$ cat config.mk
export PLATFORM = sky130hd
export DESIGN_NAME = cc_start_pattern_detector
export DESIGN_NICKNAME = d
export VERILOG_FILES = /design/src/rtl/cc_start_pattern_detector.sv
export SDC_FILE = /design/constraint.sdc
export NUM_CORES = 1
export LEC_CHECK = 0
export ABC_AREA = 0
export BUFFER_PORTS_ARGS = -buffer_cell sky130_fd_sc_hd__buf_2
export CAP_MARGIN = 40
export CORE_UTILIZATION = 25
export DETAILED_ROUTE_END_ITERATION = 8
export PLACE_DENSITY_LB_ADDON = 0.1
export SYNTH_ARGS = -nofsm -noshare
export SYNTH_HDL_FRONTEND = slang
export SYNTH_SLANG_ARGS = --single-unit
$ cat constraint.sdc
create_clock -name CC_STARTDET_CLOCK_50 -period 2.05 [get_ports CC_STARTDET_CLOCK_50]
set_input_delay 0.1025 -clock CC_STARTDET_CLOCK_50 [delete_from_list [all_inputs] [get_ports CC_STARTDET_CLOCK_50]]
set_output_delay 0.1025 -clock CC_STARTDET_CLOCK_50 [all_outputs]
set_load 0.02 [all_outputs]
$ cat src/rtl/cc_start_pattern_detector.sv
// Serial start-pattern hunter: finds comienzo1/comienzo2 in the bit stream, reports which one matched,
// then deserializes the following payload and offers it under a valid/ack handshake.
module cc_start_pattern_detector #(
  parameter int STARTDET_PATWIDTH  = 8,
  parameter int STARTDET_DATAWIDTH = 8
) (
  input  logic                          CC_STARTDET_CLOCK_50,
  input  logic                          CC_STARTDET_RESET_InHigh,
  input  logic                          CC_STARTDET_bit_In,
  input  logic                          CC_STARTDET_bitValid_In,
  input  logic [STARTDET_PATWIDTH-1:0]  CC_STARTDET_comienzo1_InBUS,
  input  logic [STARTDET_PATWIDTH-1:0]  CC_STARTDET_comienzo2_InBUS,
  input  logic                          CC_STARTDET_ack_In,
  output logic                          CC_STARTDET_select_Out,
  output logic                          CC_STARTDET_match_Out,
  output logic [STARTDET_DATAWIDTH-1:0] CC_STARTDET_data_OutBUS,
  output logic                          CC_STARTDET_valid_Out,
  output logic                          CC_STARTDET_overrun_Out
);
  localparam int PW = STARTDET_PATWIDTH;
  localparam int DW = STARTDET_DATAWIDTH;
  localparam int FW = $clog2(PW + 1);
  localparam int CW = $clog2(DW + 1);

  typedef enum logic [1:0] {ST_HUNT, ST_CAPTURE, ST_DONE} state_t;

  state_t          state_q, state_d;
  logic [PW-1:0]   window_q, window_d;
  logic [FW-1:0]   fill_q, fill_d;
  logic [DW-1:0]   pay_q, pay_d;
  logic [CW-1:0]   pay_cnt_q, pay_cnt_d;
  logic [DW-1:0]   data_q, data_d;
  logic            select_q, select_d;
  logic            match_q, match_d;
  logic            valid_q, valid_d;
  logic            overrun_q, overrun_d;
  logic [PW-1:0]   win_shift;
  logic [DW-1:0]   pay_shift;

  assign win_shift = {window_q[PW-2:0], CC_STARTDET_bit_In};
  assign pay_shift = {pay_q[DW-2:0], CC_STARTDET_bit_In};

  always_comb begin
    state_d   = state_q;
    window_d  = window_q;
    fill_d    = fill_q;
    pay_d     = pay_q;
    pay_cnt_d = pay_cnt_q;
    data_d    = data_q;
    select_d  = select_q;
    match_d   = 1'b0;
    valid_d   = valid_q;
    overrun_d = overrun_q;
    case (state_q)
      ST_HUNT: begin
        if (CC_STARTDET_bitValid_In) begin
          window_d = win_shift;
          fill_d   = (fill_q == FW'(PW)) ? fill_q : fill_q + 1'b1;
          // Compare only once the window holds a full pattern's worth of real bits.
          if (fill_d == FW'(PW)) begin
            if (win_shift == CC_STARTDET_comienzo1_InBUS) begin
              select_d = 1'b0;
              match_d  = 1'b1;
            end else if (win_shift == CC_STARTDET_comienzo2_InBUS) begin
              select_d = 1'b1;
              match_d  = 1'b1;
            end
          end
          if (match_d) begin
            state_d   = ST_CAPTURE;
            pay_cnt_d = '0;
          end
        end
      end
      ST_CAPTURE: begin
        if (CC_STARTDET_bitValid_In) begin
          pay_d     = pay_shift;
          pay_cnt_d = pay_cnt_q + 1'b1;
          if (pay_cnt_q == CW'(DW - 1)) begin
            data_d  = pay_shift;
            valid_d = 1'b1;
            state_d = ST_DONE;
          end
        end
      end
      ST_DONE: begin
        // Bits arriving here are dropped, including one coinciding with the accepted ack.
        if (CC_STARTDET_bitValid_In) overrun_d = 1'b1;
        if (valid_q && CC_STARTDET_ack_In) begin
          valid_d  = 1'b0;
          state_d  = ST_HUNT;
          window_d = '0;
          fill_d   = '0;
        end
      end
      default: state_d = ST_HUNT;
    endcase
  end

  always_ff @(posedge CC_STARTDET_CLOCK_50) begin
    if (CC_STARTDET_RESET_InHigh) begin
      state_q   <= ST_HUNT;
      window_q  <= '0;
      fill_q    <= '0;
      pay_q     <= '0;
      pay_cnt_q <= '0;
      data_q    <= '0;
      select_q  <= 1'b0;
      match_q   <= 1'b0;
      valid_q   <= 1'b0;
      overrun_q <= 1'b0;
    end else begin
      state_q   <= state_d;
      window_q  <= window_d;
      fill_q    <= fill_d;
      pay_q     <= pay_d;
      pay_cnt_q <= pay_cnt_d;
      data_q    <= data_d;
      select_q  <= select_d;
      match_q   <= match_d;
      valid_q   <= valid_d;
      overrun_q <= overrun_d;
    end
  end

  assign CC_STARTDET_select_Out  = select_q;
  assign CC_STARTDET_match_Out   = match_q;
  assign CC_STARTDET_data_OutBUS = data_q;
  assign CC_STARTDET_valid_Out   = valid_q;
  assign CC_STARTDET_overrun_Out = overrun_q;
endmodule

# Word level (Yosys, flattened, before mapping)
# Cells that the tools add are included.
[word_totals]
out_inout_bits = 12
in_bits = 21
word_cells = 69
reg_bits = 36
[classes]
n_addsub = 2
eq_ne = 12
n_reduce_logical = 15
bitwise = 2
n_mux = 28
[ops]
columns = ["operator", "n"]
rows = [
  ["2-to-1 mux 4 bit", 6],
  ["equality test 8 bit", 2],
  ["case mux 4 bit (2 select lines)", 2],
  ["2-to-1 mux 7 bit", 2],
  ["case mux 7 bit (2 select lines)", 1],
  ["AND reduction 4 bit", 3],
  ["2-to-1 mux 1 bit", 10],
  ["2-to-1 mux 2 bit", 5],
  ["!= test 2 bit, second input constant", 5],
  ["adder 4 x 1 -> 4 bit, second input constant", 2],
  ["equality test 4 bit, second input constant", 2],
  ["nonzero test 2 bit", 4],
  ["case mux 2 bit (3 select lines)", 1],
  ["AND reduction 3 bit", 2],
  ["AND reduction 5 bit", 1],
  ["equality test 4 x 3 -> 1 bit, second input constant", 1],
  ["AND reduction 2 bit", 2],
  ["OR reduction 3 bit", 1],
  ["equality test 2 x 1 -> 1 bit, second input constant", 1],
  ["equality test 2 bit, second input constant", 1],
  ["zero test 2 bit", 1],
  ["NOT 1 bit", 2],
  ["case mux 1 bit (2 select lines)", 1],
  ["logical AND 1 bit", 1],
]

# Logic depth before layout (Yosys ltp)
[depth]
depth_word = 9
mapped_depth = 8
ltp_nobuf = 8

# Least setup slack after synthesis
# OpenSTA, ideal clock, no wires.
[synth_path]
path_type = "reg-to-reg"
start = "reg fill_q[0]"
end = "reg pay_cnt_q[3]"
n_path_buf = 0
path_stages_with_launch = 9
setup_time_ns = 0.126
period_less_slack_ns = 1.823
slack_ns = 0.227
required_time_ns = 1.924
t_arrival_ns = 1.697
path_cell_list = "dfxtp_1 inv_1 ha_1 a21bo_2 mux2i_1 a2111oi_4 and3b_1 o311ai_1 a21oi_1"
[synth_between]
elab_chain_len = 8
elab_cells_between_ends = 9
classes_between = "add/sub (1); eq/ne (3); mux (4); reduce/logical (1)"
[synth_lines]
columns = ["element", "line", "rtl"]
rows = [
  ["start: declaration", "29", "logic [FW-1:0] fill_q, fill_d;"],
  ["start signal: assignment", "115", "fill_q <= fill_d;"],
  ["adder 4 x 1 -> 4 bit / equality test 4 bit (equally long branches)", "58", "fill_d = (fill_q == FW'(PW)) ? fill_q : fill_q + 1'b1;"],
  ["2-to-1 mux 4 bit *", "58", ""],
  ["equality test 4 bit *", "60", "if (fill_d == FW'(PW)) begin"],
  ["2-to-1 mux 1 bit *", "60", ""],
  ["2-to-1 mux 1 bit *", "56", "if (CC_STARTDET_bitValid_In) begin"],
  ["2-to-1 mux 1 bit *", "54", "case (state_q)"],
  ["!= test 2 bit (no line) *", "-", ""],
  ["AND reduction 4 bit (no line) *", "-", ""],
  ["end signal: assignment", "117", "pay_cnt_q <= pay_cnt_d;"],
  ["end: declaration", "31", "logic [CW-1:0] pay_cnt_q, pay_cnt_d;"],
]
# Mark *: on every way between the ends. The rest lies on a longest branch, timed or not. The select of a mux whose other input is x is not followed.
# A chain may end at the register's enable or synchronous reset.

# Worst setup path after layout
[layout_path]
start = "reg fill_q[0]"
end = "reg pay_cnt_q[2]"
# The elaborated chain is that of the path after synthesis.

==> flow_summary.json <==
{
  "gp_congestion": 0.770,
  "dr_total_vias": 1404,
  "finalHoldViolCount": 0,
  "cts_setup_buffers": 0,
  "final_max_slew_viol_count": 0,
  "pwr_density_cell_nw_per_um2": 703,
  "grt_overflow": 0,
  "holdPathStages": 3,
  "antenna_found_initial": 0,
  "first_iter_violations": 71,
  "hp-class": "input pin to flip-flop",
  "routed_via_density": 4.60,
  "synth-async-reset-ratio": 0,
  "drc_errors": 1,
  "rr_endpoint": "pay_cnt_q[2]",
  "ff2ff_path_depth": 8,
  "cts_tree": "done",
  "cts_root_buf": "clkbuf_8",
  "worst_setup_path_start_kind": "flip-flop",
  "rows": 29,
  "fin_util": 0.320,
  "core_area_um2": 6420,
  "worst-setup-path-type": "flip-flop to flip-flop",
  "grt_pass1_vias": 1370,
  "cp.arrival_ns": 2.09,
  "fin_crit_ns": 1.91,
  "grt.total_usage": 0.115,
  "synth_seq_cells": 36,
  "max_freq_mhz": 523,
  "cts_resized": 0,
  "start_util": 0.261,
  "status": "finished, violations left",
  "grt_pass1_wl_um": 6440,
  "fin_worst_skew_ns": 0.00706,
  "clock_sinks": 36,
  "htreeDepth": 2,
  "area_growth_pct": 22.5,
  "wl_um": 3780,
  "post-place-cells": 297,
  "holdWs_ns": 0.0922,
  "max-vdd-ir-drop_uv": 275,
  "layout-drive-gt1-share": 0.241,
  "p_leak_uw": 0.000848,
  "violations": "DRC",
  "drv_cap": 0,
  "num_io_pins": 33,
  "cp-end-kind": "flip-flop",
  "synth_ff_type": "dfxtp_1",
  "cts_buffer_depth": 2,
  "diodes": 0,
  "ys_seq_area_frac": 0.430,
  "yosysUniqueCellTypes": 35,
  "finalSetupViolCount": 0,
  "drt-wirelength-per-cell_um": 12.4,
  "grt_max_degree": 24,
  "cts_buffers": 5,
  "netlist_instances": 192,
  "r2r-start": "fill_q[0]",
  "io_buffers": 32,
  "dieArea_um2": 7040,
  "finalNetCount": 251,
  "hold_start": "CC_STARTDET_bit_In",
  "fp.dieW_um": 83.9,
  "cts_hold_buf": 0,
  "worst_skew_pair.late_latency_ns": 0.29,
  "period_share": 0.933,
  "dr.pass1.iters": 6,
  "synth_area_um2": 1680,
  "avgSynthCellArea_um2": 8.73,
  "r2r_setup_slack_ns": 0.14,
  "yosysWarningCount": 0,
  "hold_end": "pay_q[0]",
  "hpwl_um": 2640,
  "n_fill_cell": 696,
  "clk_pin_slew_ns": 0.08,
  "syn_nets": 216,
  "cp_max_fo": 5,
  "critPathRequiredTime_ns": 2.23,
  "fp.dieH_um": 83.9,
  "worst_pin_slew_ns": 0.439,
  "final_antenna_net_count": 0,
  "slew-limit-headroom": 0.704,
  "stdcell_count": 305,
  "synth_edf_count": 0
}
[final cells by class]
| cell class | count | area (µm²) | share of cell area |
|---|---|---|---|
| Clock buffer | 5 | 68.8 | 0.0335 |
| Clock inverter | 3 | 42.5 | 0.0207 |
| Inverter | 5 | 18.8 | 0.00914 |
| Multi-Input combinational cell | 140 | 892 | 0.434 |
| Sequential cell | 36 | 722 | 0.352 |
| Tap cell | 77 | 96.3 | 0.0469 |
| Timing Repair Buffer | 39 | 213 | 0.104 |
[layer usage]
metal  part of all wire  GRT usage  up-vias
met4              0.016     0.0517        0
li1                   -          -      728
met3              0.045     0.0366        6
met1               0.52      0.154      642
met2               0.42      0.167       28
met5                  0          0        -
[cell usage in the layout, fill, tap and decap left out, drive strengths merged, types with 2 or more instances in the layout]
| master | n |
|---|---|
| buf | 39 |
| dfxtp | 36 |
| nor2 | 29 |
| nand2 | 23 |
| xor2 | 17 |
| a21oi | 14 |
| mux2i | 11 |
| a22oi | 9 |
| nand3 | 6 |
| inv | 5 |
| nor4 | 5 |
| clkbuf | 5 |
| nor3 | 3 |
| ha | 3 |
| o21ai | 2 |
| a31oi | 2 |
[per-stage QoR]
| stage | total power (µW) | cell area, µm² | TNS [ns] | worst slack, ns |
|---|---|---|---|---|
| floorplan | 782 | 1680 | 0 | 0.227 |
| global placement | 825 | 1930 | 0 | 0.176 |
| detailed placement | 824 | 1930 | 0 | 0.134 |
| CTS | 1460 | 2040 | 0 | 0.117 |
| global route | 1500 | 2050 | -0.00198 | -0.00198 |
| finish | 1440 | 2050 | 0 | 0.138 |
[Yosys cell counts, drive strengths merged (3+ instances only)]
library cell   n  area [µm²]
dfxtp         36         721
nor2          29         109
nand2         23        86.3
xor2          17         149
a21oi         14        70.1
mux2i         11         110
a22oi          9        67.6
clkbuf         7        30.0
nand3          6        30.0
inv            5        18.8
nor4           5        31.3
buf            3        17.5
ha             3        37.5
nor3           3        15.0
[flip-flops by register name, summed over array words and instances (netlist names), 2 cells and up]
register                 count
fill_q                       4
window_q                     7
CC_STARTDET_data_OutBUS      8
pay_q                        7
state_q                      2
pay_cnt_q                    4
[power breakdown]
| group | switching (µW) | internal [µW] | total (µW) |
|---|---|---|---|
| sequential | 7.32 | 704 | 711 |
| combinational | 53.7 | 42.1 | 95.8 |
| clock | 277 | 360 | 637 |
| total | 338 | 1110 | 1440 |
[how the worst max path moves through the flow]
stage / from / to / slack (ns)
6_report: fill_q[0] / pay_cnt_q[2] / 0.14
5_1_grt: fill_q[0] / CC_STARTDET_select_Out / -0.002
4_1_cts: fill_q[1] / pay_cnt_q[2] / 0.12
3_5_place_dp: fill_q[1] / pay_cnt_q[2] / 0.13
3_3_place_gp: fill_q[0] / pay_cnt_q[2] / 0.18
2_1_floorplan: fill_q[0] / pay_cnt_q[3] / 0.23
[kinds of logic (layout without fill, tap and decap cells)]
logic type	after synthesis	after routing	synth area share
multiplexers	11	11	0.0657
XOR/XNOR	17	17	0.0888
AND/OR/NAND/NOR	74	74	0.200
flip-flops	36	36	0.430
adder cells (fa/ha/maj)	3	3	0.0224
AO/OA/AOI/OAI	35	35	0.149
buffers and inverters	16	52	0.0448
[worst max-delay path, stage by stage (launching register included)]
cell	delay, ns
dfxtp_1	0.39
inv_1	0.06
ha_1	0.22
nand4bb_1	0.19
o31a_1	0.14
a2111oi_4	0.38
nand2_2	0.14
a32oi_1	0.22
nor2_1	0.06
Power figures use the tool's default switching activity.
